===== src/rtl/mac_tx_pkt_gen_if.sv =====
// Avalon-ST TX client bundle between the packet generator and the MAC.
// Master drives beats; slave returns tx_ready (readyLatency 0).
interface mac_tx_pkt_gen_if #(
  parameter int DATA_W  = 64,
  parameter int EMPTY_W = 3
);
  logic               tx_valid;
  logic               tx_ready;
  logic               tx_startofpacket;
  logic               tx_endofpacket;
  logic [DATA_W-1:0]  tx_data;
  logic [EMPTY_W-1:0] tx_empty;
  logic               tx_error;

  modport master (
    output tx_valid,
    output tx_startofpacket,
    output tx_endofpacket,
    output tx_data,
    output tx_empty,
    output tx_error,
    input  tx_ready
  );

  modport slave (
    input  tx_valid,
    input  tx_startofpacket,
    input  tx_endofpacket,
    input  tx_data,
    input  tx_empty,
    input  tx_error,
    output tx_ready
  );
endinterface


===== src/rtl/mac_tx_pkt_gen.sv =====
// Ethernet frame generator for the MAC TX client (no FCS).
// Sequence-numbered payload, backpressure aware, programmable IPG.
module mac_tx_pkt_gen #(
  parameter int          DATA_W    = 64,
  parameter int          EMPTY_W   = 3,
  parameter int          MIN_LEN   = 60,
  parameter int          MAX_LEN   = 1514,
  parameter logic [15:0] ETHERTYPE = 16'h88B5
) (
  input  logic        clock156,
  input  logic        rst156,
  input  logic        start,
  input  logic        stop,
  input  logic [31:0] cfg_pkt_count,
  input  logic [13:0] cfg_pkt_len,
  input  logic [7:0]  cfg_ipg,
  input  logic [47:0] cfg_dst_mac,
  input  logic [47:0] cfg_src_mac,
  mac_tx_pkt_gen_if.master tx,
  output logic        busy,
  output logic        done,
  output logic [31:0] sent_count
);

  typedef enum logic [1:0] {
    S_IDLE,
    S_SEND,
    S_IPG
  } state_t;

  localparam logic [13:0] MIN_L = 14'(MIN_LEN);
  localparam logic [13:0] MAX_L = 14'(MAX_LEN);

  state_t              r_state;
  logic                r_valid;
  logic                r_sop;
  logic                r_eop;
  logic [DATA_W-1:0]   r_data;
  logic [EMPTY_W-1:0]  r_empty;
  logic                r_busy;
  logic                r_done;
  logic [31:0]         r_sent;
  logic [31:0]         r_seq;
  logic [7:0]          r_idx;
  logic [7:0]          r_ipg_cnt;
  logic [13:0]         r_len;
  logic [7:0]          r_beats;
  logic [31:0]         r_pkt_cnt;
  logic [7:0]          r_ipg;
  logic [47:0]         r_dst;
  logic [47:0]         r_src;

  logic                w_xfer;
  logic                w_end;
  logic                w_load;
  logic [13:0]         w_len_c;
  logic [7:0]          w_nxt_idx;
  logic [31:0]         w_nxt_seq;
  logic [143:0]        w_hdr;
  logic [DATA_W-1:0]   w_data;
  logic                w_last;
  logic [EMPTY_W-1:0]  w_empty;

  // Header bytes 0..17 live in w_hdr; payload byte k is simply k[7:0].
  function automatic logic [7:0] byte_at(
    input logic [13:0]  k,
    input logic [13:0]  len,
    input logic [143:0] hdr
  );
    if (k >= len)
      byte_at = 8'h00;
    else if (k < 14'd18)
      byte_at = 8'(hdr >> {5'(5'd17 - k[4:0]), 3'b000});
    else
      byte_at = k[7:0];
  endfunction

  assign w_len_c = (cfg_pkt_len < MIN_L) ? MIN_L :
                   (cfg_pkt_len > MAX_L) ? MAX_L : cfg_pkt_len;

  assign w_xfer = r_valid & tx.tx_ready;
  assign w_end  = stop ||
                  (r_pkt_cnt != 32'd0 && r_sent + 32'd1 == r_pkt_cnt);

  assign w_nxt_idx = (r_state == S_SEND && r_valid && !r_eop) ?
                     r_idx + 8'd1 : 8'd0;
  assign w_nxt_seq = (r_state == S_SEND && r_valid && r_eop) ?
                     r_seq + 32'd1 : r_seq;
  assign w_hdr     = {r_dst, r_src, ETHERTYPE, w_nxt_seq};
  assign w_last    = (w_nxt_idx == r_beats - 8'd1);
  assign w_empty   = w_last ?
                     EMPTY_W'(4'd8 - {1'b0, r_len[2:0]}) : '0;

  always_comb begin
    w_data = '0;
    for (int j = 0; j < 8; j++)
      w_data[63-8*j -: 8] = byte_at(
        {3'b000, w_nxt_idx, 3'b000} + 14'(j), r_len, w_hdr);
  end

  always_comb begin
    w_load = 1'b0;
    unique case (r_state)
      S_SEND:
        w_load = !r_valid ||
                 (w_xfer && (!r_eop || (!w_end && r_ipg == 8'd0)));
      S_IPG:
        w_load = !stop && r_ipg_cnt == 8'd0;
      default:
        w_load = 1'b0;
    endcase
  end

  always_ff @(posedge clock156) begin
    if (rst156) begin
      r_state   <= S_IDLE;
      r_valid   <= 1'b0;
      r_sop     <= 1'b0;
      r_eop     <= 1'b0;
      r_data    <= '0;
      r_empty   <= '0;
      r_busy    <= 1'b0;
      r_done    <= 1'b0;
      r_sent    <= '0;
      r_seq     <= '0;
      r_idx     <= '0;
      r_ipg_cnt <= '0;
      r_len     <= '0;
      r_beats   <= '0;
      r_pkt_cnt <= '0;
      r_ipg     <= '0;
      r_dst     <= '0;
      r_src     <= '0;
    end else begin
      r_done <= 1'b0;
      unique case (r_state)
        S_IDLE: begin
          if (start && !stop) begin
            r_len     <= w_len_c;
            r_beats   <= 8'((w_len_c + 14'd7) >> 3);
            r_pkt_cnt <= cfg_pkt_count;
            r_ipg     <= cfg_ipg;
            r_dst     <= cfg_dst_mac;
            r_src     <= cfg_src_mac;
            r_sent    <= '0;
            r_seq     <= '0;
            r_busy    <= 1'b1;
            r_state   <= S_SEND;
          end
        end
        S_SEND: begin
          if (w_xfer && r_eop) begin
            r_sent <= r_sent + 32'd1;
            r_seq  <= r_seq + 32'd1;
            if (w_end) begin
              r_state <= S_IDLE;
              r_busy  <= 1'b0;
              r_done  <= 1'b1;
            end else if (r_ipg != 8'd0) begin
              r_state   <= S_IPG;
              r_ipg_cnt <= r_ipg - 8'd1;
            end
            if (w_end || r_ipg != 8'd0) begin
              r_valid <= 1'b0;
              r_sop   <= 1'b0;
              r_eop   <= 1'b0;
              r_data  <= '0;
              r_empty <= '0;
            end
          end
        end
        S_IPG: begin
          if (stop) begin
            r_state <= S_IDLE;
            r_busy  <= 1'b0;
            r_done  <= 1'b1;
          end else if (r_ipg_cnt != 8'd0) begin
            r_ipg_cnt <= r_ipg_cnt - 8'd1;
          end else begin
            r_state <= S_SEND;
          end
        end
        default: r_state <= S_IDLE;
      endcase
      if (w_load) begin
        r_valid <= 1'b1;
        r_sop   <= (w_nxt_idx == 8'd0);
        r_eop   <= w_last;
        r_data  <= w_data;
        r_empty <= w_empty;
        r_idx   <= w_nxt_idx;
      end
    end
  end

  assign tx.tx_valid         = r_valid;
  assign tx.tx_startofpacket = r_sop;
  assign tx.tx_endofpacket   = r_eop;
  assign tx.tx_data          = r_data;
  assign tx.tx_empty         = r_empty;
  assign tx.tx_error         = 1'b0;
  assign busy                = r_busy;
  assign done                = r_done;
  assign sent_count          = r_sent;

endmodule


===== src/flat_wrapper.sv =====
// flat-port wrapper written by rule: the top's interface ports become plain ports
module mac_tx_pkt_gen_flat 
#(
  parameter int          DATA_W    = 64,
  parameter int          EMPTY_W   = 3,
  parameter int          MIN_LEN   = 60,
  parameter int          MAX_LEN   = 1514,
  parameter logic [15:0] ETHERTYPE = 16'h88B5
)
  (clock156, rst156, start, stop, cfg_pkt_count, cfg_pkt_len, cfg_ipg, cfg_dst_mac, cfg_src_mac, busy, done, sent_count, tx_tx_valid, tx_tx_startofpacket, tx_tx_endofpacket, tx_tx_data, tx_tx_empty, tx_tx_error, tx_tx_ready);
  mac_tx_pkt_gen_if #(.DATA_W(DATA_W), .EMPTY_W(EMPTY_W)) tx_i ();
  input  logic clock156;
  input  logic rst156;
  input  logic start;
  input  logic stop;
  input  logic [31:0] cfg_pkt_count;
  input  logic [13:0] cfg_pkt_len;
  input  logic [7:0] cfg_ipg;
  input  logic [47:0] cfg_dst_mac;
  input  logic [47:0] cfg_src_mac;
  output logic busy;
  output logic done;
  output logic [31:0] sent_count;
  output wire logic [$bits(tx_i.tx_valid)-1:0] tx_tx_valid;
  output wire logic [$bits(tx_i.tx_startofpacket)-1:0] tx_tx_startofpacket;
  output wire logic [$bits(tx_i.tx_endofpacket)-1:0] tx_tx_endofpacket;
  output wire logic [$bits(tx_i.tx_data)-1:0] tx_tx_data;
  output wire logic [$bits(tx_i.tx_empty)-1:0] tx_tx_empty;
  output wire logic [$bits(tx_i.tx_error)-1:0] tx_tx_error;
  input wire logic [$bits(tx_i.tx_ready)-1:0] tx_tx_ready;
  assign tx_tx_valid = tx_i.tx_valid;
  assign tx_tx_startofpacket = tx_i.tx_startofpacket;
  assign tx_tx_endofpacket = tx_i.tx_endofpacket;
  assign tx_tx_data = tx_i.tx_data;
  assign tx_tx_empty = tx_i.tx_empty;
  assign tx_tx_error = tx_i.tx_error;
  assign tx_i.tx_ready = tx_tx_ready;
  mac_tx_pkt_gen #(.DATA_W(DATA_W), .EMPTY_W(EMPTY_W), .MIN_LEN(MIN_LEN), .MAX_LEN(MAX_LEN), .ETHERTYPE(ETHERTYPE)) u_core (.clock156(clock156), .rst156(rst156), .start(start), .stop(stop), .cfg_pkt_count(cfg_pkt_count), .cfg_pkt_len(cfg_pkt_len), .cfg_ipg(cfg_ipg), .cfg_dst_mac(cfg_dst_mac), .cfg_src_mac(cfg_src_mac), .tx(tx_i), .busy(busy), .done(done), .sent_count(sent_count));
endmodule

===== config.mk =====
export PLATFORM = sky130hd
export DESIGN_NAME = mac_tx_pkt_gen_flat
export DESIGN_NICKNAME = d
export VERILOG_FILES = /design/src/rtl/mac_tx_pkt_gen_if.sv /design/src/rtl/mac_tx_pkt_gen.sv /design/src/flat_wrapper.sv
export SDC_FILE = /design/constraint.sdc
export NUM_CORES = 1
export LEC_CHECK = 0
export CAP_MARGIN = 40
export CORE_MARGIN = 2
export CORE_UTILIZATION = 32
export DETAILED_ROUTE_END_ITERATION = 16
export GPL_ROUTABILITY_DRIVEN = 0
export HOLD_SLACK_MARGIN = 0.08
export PLACE_DENSITY = 0.59
export SYNTH_ARGS = -nofsm -noshare
export SYNTH_HDL_FRONTEND = slang
export SYNTH_SLANG_ARGS = --single-unit
export TNS_END_PERCENT = 100

===== constraint.sdc =====
create_clock -name clock156 -period 4.4 [get_ports clock156]
set_clock_uncertainty 0.05 [all_clocks]
set_input_delay 0.88 -clock clock156 [delete_from_list [all_inputs] [get_ports clock156]]
set_output_delay 0.88 -clock clock156 [all_outputs]
set_load 0.02 [all_outputs]

## After elaboration in Yosys (flattened, before gate mapping)

Index checks and enable logic that the tools add are counted.

| storage, ports and cells | value |
|---|---|
| register bits after elaboration | 312 |
| bits in latches | 0 |
| bits in writable memories | 0 |
| ROM bits | 0 |
| output and inout port bits | 105 |
| memories kept | 0 |

| operators by class | value |
|---|---|
| add/subtract/negate cells | 23 |
| multipliers | 0 |
| div/mod/pow operators | 0 |
| order comparisons | 18 |
| equal/unequal tests | 14 |
| shift operators | 8 |
| muxes and demuxes | 63 |
| bitwise operators | 1 |
| reduce and logical (&&, ||, !) cells | 36 |

Operators by type and width:

| kind | number |
|---|---|
| 144-bit by 8-bit >> shifter with 8-bit output | 8 |
| 64-bit two-way mux | 4 |
| 8-bit two-way mux | 22 |
| 32-bit two-way mux | 4 |
| 32-bit case mux with 2 select lines | 2 |
| 14-bit greater-or-equal comparator | 7 |
| 14-bit by 5-bit < comparator with 1-bit output, second input constant | 7 |
| 32-bit by 1-bit adder with 32-bit output, second input constant | 2 |
| 11-bit by 3-bit adder with 12-bit output, second input constant | 4 |
| 5-bit subtractor, first input constant | 8 |
| 32-bit equality test | 1 |
| 32-bit nonzero test | 1 |
| 14-bit two-way mux | 2 |
| 11-bit by 2-bit adder with 12-bit output, second input constant | 2 |
| 8-bit zero test | 3 |
| 8-bit by 1-bit subtractor with 8-bit output, second input constant | 3 |
| 8-bit case mux with 2 select lines | 1 |
| 8-bit nonzero test | 2 |
| 3-bit two-way mux | 5 |
| 11-bit by 14-bit greater-or-equal comparator with 1-bit output | 1 |
| 14-bit by 11-bit greater-than comparator with 1-bit output, second input constant | 1 |
| 14-bit by 6-bit < comparator with 1-bit output, second input constant | 1 |
| 1-bit two-way mux | 13 |
| 11-bit by 1-bit adder with 12-bit output, second input constant | 1 |
| 27 further kinds | 58 |

## Depth between registers and ports, before layout

| logic depth | value |
|---|---|
| word-level depth | 12 |
| gate-level depth with buffers | 19 |
| mapped depth without buffers | 14 |

## Worst setup path after synthesis

Ideal clock, no wire load.

| timing path | value |
|---|---|
| kind | flip-flop to flip-flop |
| start point | register u_core.r_state[1] |
| end point | register u_core.r_data[17], in the netlist u_core.tx.tx_data[17] |
| setup time | 62 ps |
| arrival | 3,863 ps |
| required time | 4,288 ps |
| setup slack | 426 ps |
| stages on the path, launching flop included | 18 |
| buffers on the path | 5 |
| clock period less this slack | 3,974 ps |
| path through | dfxtp_1 inv_1 ha_1 clkbuf_1 nand3b_1 clkbuf_1 or2_2 clkbuf_1 inv_2 clkbuf_1 clkbuf_1 ha_1 a21o_1 a21oi_1 o21a_1 nor2_1 a2111oi_2 a32o_1 |

| on the way | value |
|---|---|
| cells in the longest elaborated chain, start to end | 10 |
| elaborated cells between the ends (all ways) | 20 |
| those cells by class | 2 x add/sub; 2 x order compare; 2 x eq/ne; 1 x shift; 6 x mux; 7 x reduce/logical |

Ends and longest elaborated chain:

| what | line | RTL |
|---|---|---|
| start: declaration | mac_tx_pkt_gen.sv:34 | `state_t r_state;` |
| start signal: assignment | mac_tx_pkt_gen.sv:116 | `r_state <= S_IDLE;` |
| start signal: assignment | mac_tx_pkt_gen.sv:148 | `r_state <= S_SEND;` |
| start signal: assignment | mac_tx_pkt_gen.sv:156 | `r_state <= S_IDLE;` |
| 2-bit by 1-bit equality test with 1-bit output * | mac_tx_pkt_gen.sv:85 | `assign w_nxt_idx = (r_state == S_SEND && r_valid && !r_eop) ?` |
| 1-bit logical AND * (2 in series) | mac_tx_pkt_gen.sv:85 |  |
| 8-bit two-way mux * | mac_tx_pkt_gen.sv:85 |  |
| named net u_core.w_nxt_idx[0] | mac_tx_pkt_gen.sv:57 | `logic [7:0] w_nxt_idx;` |
| 11-bit by 3-bit adder with 12-bit output * | mac_tx_pkt_gen.sv:98 | `{3'b000, w_nxt_idx, 3'b000} + 14'(j), r_len, w_hdr);` |
| 5-bit subtractor | mac_tx_pkt_gen.sv:73 | `byte_at = 8'(hdr >> {5'(5'd17 - k[4:0]), 3'b000});` |
| 144-bit by 8-bit >> shifter with 8-bit output | mac_tx_pkt_gen.sv:73 |  |
| 8-bit two-way mux | mac_tx_pkt_gen.sv:72 | `else if (k < 14'd18)` |
| 8-bit two-way mux * | mac_tx_pkt_gen.sv:70 | `if (k >= len)` |
| 64-bit two-way mux * | mac_tx_pkt_gen.sv:185 | `if (w_load) begin` |
| end signal: assignment | mac_tx_pkt_gen.sv:189 | `r_data <= w_data;` |
| end: declaration | mac_tx_pkt_gen.sv:38 | `logic [DATA_W-1:0] r_data;` |

Mark *: on every way through the listed nets, which the timed path passes. The rest lies on a longest branch.
A chain may end at the register's enable or synchronous reset.

## Final worst setup path

| timing path | value |
|---|---|
| start point | register u_core.r_sent[0], in the netlist u_core.sent_count[0] |
| end point | register u_core.r_data[58], in the netlist u_core.tx.tx_data[58] |

| on the way | value |
|---|---|
| cells in the longest elaborated chain, start to end | 12 |
| elaborated cells between the ends (all ways) | 16 |
| those cells by class | 1 x add/sub; 1 x eq/ne; 2 x mux; 12 x reduce/logical |

Ends and longest elaborated chain:

| what | line | RTL |
|---|---|---|
| start: declaration | mac_tx_pkt_gen.sv:42 | `logic [31:0] r_sent;` |
| start signal: assignment | mac_tx_pkt_gen.sv:153 | `r_sent <= r_sent + 32'd1;` |
| 32-bit by 1-bit adder with 32-bit output * | mac_tx_pkt_gen.sv:83 | `(r_pkt_cnt != 32'd0 && r_sent + 32'd1 == r_pkt_cnt);` |
| 32-bit equality test * | mac_tx_pkt_gen.sv:83 |  |
| 1-bit logical AND * | mac_tx_pkt_gen.sv:83 |  |
| 1-bit logical OR * | mac_tx_pkt_gen.sv:82 | `assign w_end = stop \|\|` |
| 1-bit zero test | mac_tx_pkt_gen.sv:106 | `(w_xfer && (!r_eop \|\| (!w_end && r_ipg == 8'd0)));` |
| 1-bit logical AND | mac_tx_pkt_gen.sv:106 |  |
| 1-bit logical OR | mac_tx_pkt_gen.sv:106 |  |
| 1-bit logical AND | mac_tx_pkt_gen.sv:106 |  |
| 1-bit logical OR | mac_tx_pkt_gen.sv:105 | `w_load = !r_valid \|\|` |
| 1-bit case mux with 2 select lines | mac_tx_pkt_gen.sv:103 | `unique case (r_state)` |
| 2-bit nonzero test (no source line) | n/a |  |
| 3-bit AND reduction (no source line) | n/a |  |

Every way passes the cells marked *; elsewhere a longest branch is shown, timed or not.

==> results.sh <==
export IMPL_status="completed"
export IMPL_clock_sinks=312
export IMPL_core_um2=47500
export IMPL_dr_total_vias=15088
export IMPL_worst_pin_slew_ns=0.917
export IMPL_synth_top_area_share_pct=40.8
export IMPL_crit_arrival_ns=4.47
export IMPL_final_nets=2374
export IMPL_post_drt_wl_per_cell_um=18.0
export IMPL_clk_root_buffer_cell="clkbuf_16"
export IMPL_crit_fanout=19
export IMPL_wirelength_um=51200
export IMPL_synth_largest_area_cell="dfxtp_1"
export IMPL_numCtsBuffers=38
export IMPL_die_w_um=223
export IMPL_crit_required_ns=4.85
export IMPL_drt_iter0_markers=1119
export IMPL_hpwl_um=36600
export IMPL_synthAdderAreaFrac_pct=1.88
export IMPL_grt_first_pass_wirelength_um=79500
export IMPL_drtPass1Iterations=5
export IMPL_ir_worst_vdd_uv=222
export IMPL_vias_per_cell=5.31
export IMPL_yosysMostFrequentCell="nand2_1"
export IMPL_synth_top_family_by_area="simple AND/OR/NAND/NOR gates"
export IMPL_multi_input_area_um2=8470
export IMPL_drv_slew=0
export IMPL_async_reset_ff_share_pct=0
export IMPL_hold_ws_ns=0.406
export IMPL_synth_area_leaders="dfxtp_1 (41%), nand2_1 (11%), a21oi_1 (7.7%), nor2_1 (3.7%), xnor2_1 (3.0%)"
export IMPL_tns_ns=0
export IMPL_fin_crit_ns=4.02
export IMPL_synth_cell_types=75
export IMPL_power_density_nw_per_um2=404
export IMPL_grt_usage_pct=19.9
export IMPL_fin_ws_ns=0.384
export IMPL_yosys_warnings=0
export IMPL_cts_tree="done"
export IMPL_rsz0062_at_grt="false"
export IMPL_total_power_w=0.00800
export IMPL_n_fill_cell=4766
export IMPL_syn_avg_cell_area_um2=7.69
export IMPL_start_util_pct=32.2
export IMPL_crit_path_start_kind="register"
export IMPL_seqCellArea_um2=6250
export IMPL_pre_cts_slack_ns=0.235
export IMPL_clock_path_buffers=3
export IMPL_boundaryPins=260
export IMPL_synthMuxAreaShare_pct=1.45
export IMPL_finalCritPeriodShare_pct=91.3
export IMPL_seq_area_frac_synth_pct=40.8
export IMPL_fp_row_count=80
export IMPL_synth_xor_area_share_pct=4.69
export IMPL_synth_compound_area_share_pct=21.0
export IMPL_gr_total_overflow=0
export IMPL_die_h_um=223
export IMPL_synth_ff_type="dfxtp_1"
export IMPL_path_class="reg2reg"
export IMPL_netlist_area_um2=15300
export IMPL_drive_gt1_share_pct=6.16
export IMPL_hold_viol=0
export IMPL_end_kind="register"
export IMPL_clk_latency_ns=0.56
export IMPL_antenna_left=0
export IMPL_worst_hold_path_type="reg2reg"
export IMPL_syn2layout_area_growth_pct=29.2
export IMPL_max_cap_viol_count=0
export IMPL_syn_nets=2170
export IMPL_fmax_ghz=0.249
export IMPL_grt_max_degree=125
export IMPL_finalSetupViolations=0
export IMPL_die_area_um2=49700
export IMPL_path_clk_slew_ns=0.06
export IMPL_synth_simple_area_share_pct=25.8
export IMPL_drc=0
export IMPL_cts_htree_levels=2
export IMPL_synth_edff_count=0
export IMPL_syn_inst=1992
export IMPL_slew_headroom_pct=38.7
export IMPL_power_leakage_nw=7.07
export IMPL_grt_pass1_vias=14323
export IMPL_post_route_util_pct=41.7
export IMPL_io_buffers=258
export IMPL_synth_common_cells="nand2_1 (445), dfxtp_1 (312), a21oi_1 (235), nor2_1 (151), clkbuf_1 (108)"
export IMPL_ys_seq_elements=312
export IMPL_grt_antenna_before_repair=1
path summary, 6_finish.rpt:
| check | from | to | slack [ns] | cells after the start |
|---|---|---|---|---|
| worst max-delay path | u_core.sent_count[0] | u_core.tx.tx_data[58] | 0.38 | 12 |
| worst min-delay path | u_core.r_src[45] | u_core.r_src[45] | 0.41 | 2 |
| worst max register to register | u_core.sent_count[0] | u_core.tx.tx_data[58] | 0.38 | 12 |
| worst min register to register | u_core.r_src[45] | u_core.r_src[45] | 0.41 | 2 |
kinds of logic (layout without fill, tap and decap cells):
group | count (synthesis) | in the layout
other | 1 | 2
AOI/OAI and AO/OA | 518 | 518
muxes | 22 | 22
DFF | 312 | 312
buffers and inverters | 165 | 396
xor gates and xnor gates | 82 | 82
and+or+nand+nor | 869 | 869
adders and majority gates | 23 | 23
where the power goes:
group	switching [W]	internal (W)	leakage, nW
clock	0.00126	0.00185	0.604
combinational	0.00103	0.000687	3.93
sequential	0.000156	0.00301	2.53
total	0.00245	0.00555	7.07
registers in the layout, summed over array words and instances, names as in the netlist, 14 cells and up:
register	cells
u_core.r_src	48
u_core.sent_count	32
u_core.r_dst	48
u_core.r_pkt_cnt	32
u_core.r_len	14
u_core.r_seq	32
u_core.tx.tx_data	64
routing by layer:
layer	vias to the layer above	share of wire [%]	GRT usage (%)	wire length (um)
li1	7405	-	-	-
met1	7095	43	25.1	22200
met2	478	47	33.3	23900
met3	110	5.7	3.44	2910
met4	0	4.3	9.14	2200
met5	-	0	0	0
metrics by stage:
step	cells	cell area (um^2)
finish	2839	19800
global route	2839	19800
CTS	2837	19800
detailed placement	2770	18500
global placement	2768	18500
floorplan	1992	15300
cell usage in the layout (no fill, tap or decap), drive strengths merged, types with 29 or more instances in the layout:
cell | netlist | layout
nand2 | 445 | 445
nand3 | 50 | 50
inv | 29 | 29
nor2 | 151 | 151
a22o | 51 | 51
clkbuf | 108 | 54
nor3 | 54 | 54
a21oi | 236 | 236
xor2 | 29 | 29
dfxtp | 312 | 312
xnor2 | 53 | 53
buf | 28 | 43
o21ai | 90 | 90
clkdlybuf4s50 | 0 | 257
final cells by class:
cell class,count,area share [%]
Tap cell,615,3.89
Antenna cell,1,0.0126
Inverter,29,0.550
Clock buffer,54,5.52
Clock inverter,13,0.739
Timing Repair Buffer,300,15.0
Multi-Input combinational cell,1515,42.8
Sequential cell,312,31.5
worst max-delay path, cell delays in order, from the launching register on:
cell and delay, ns:
dfxtp_1 0.44, ha_1 0.34, nand3_4 0.16, nor4_2 0.33, and3_1 0.29, mux2_2 0.35, o31ai_1 0.37, a2111oi_4 0.18
a21oi_2 0.25, a31oi_2 0.15, buf_12 0.20, a211oi_2 0.55, a32o_1 0.28
timing repair:
action / in CTS / in global routing
hold endpoints to repair: 0 / 0
resized for setup: 0 / 3
hold buffers: 0 / 0
setup buffers: 0 / 0
setup endpoints to repair: 0 / 61
Note: power is estimated with default switching activity, not from simulation.
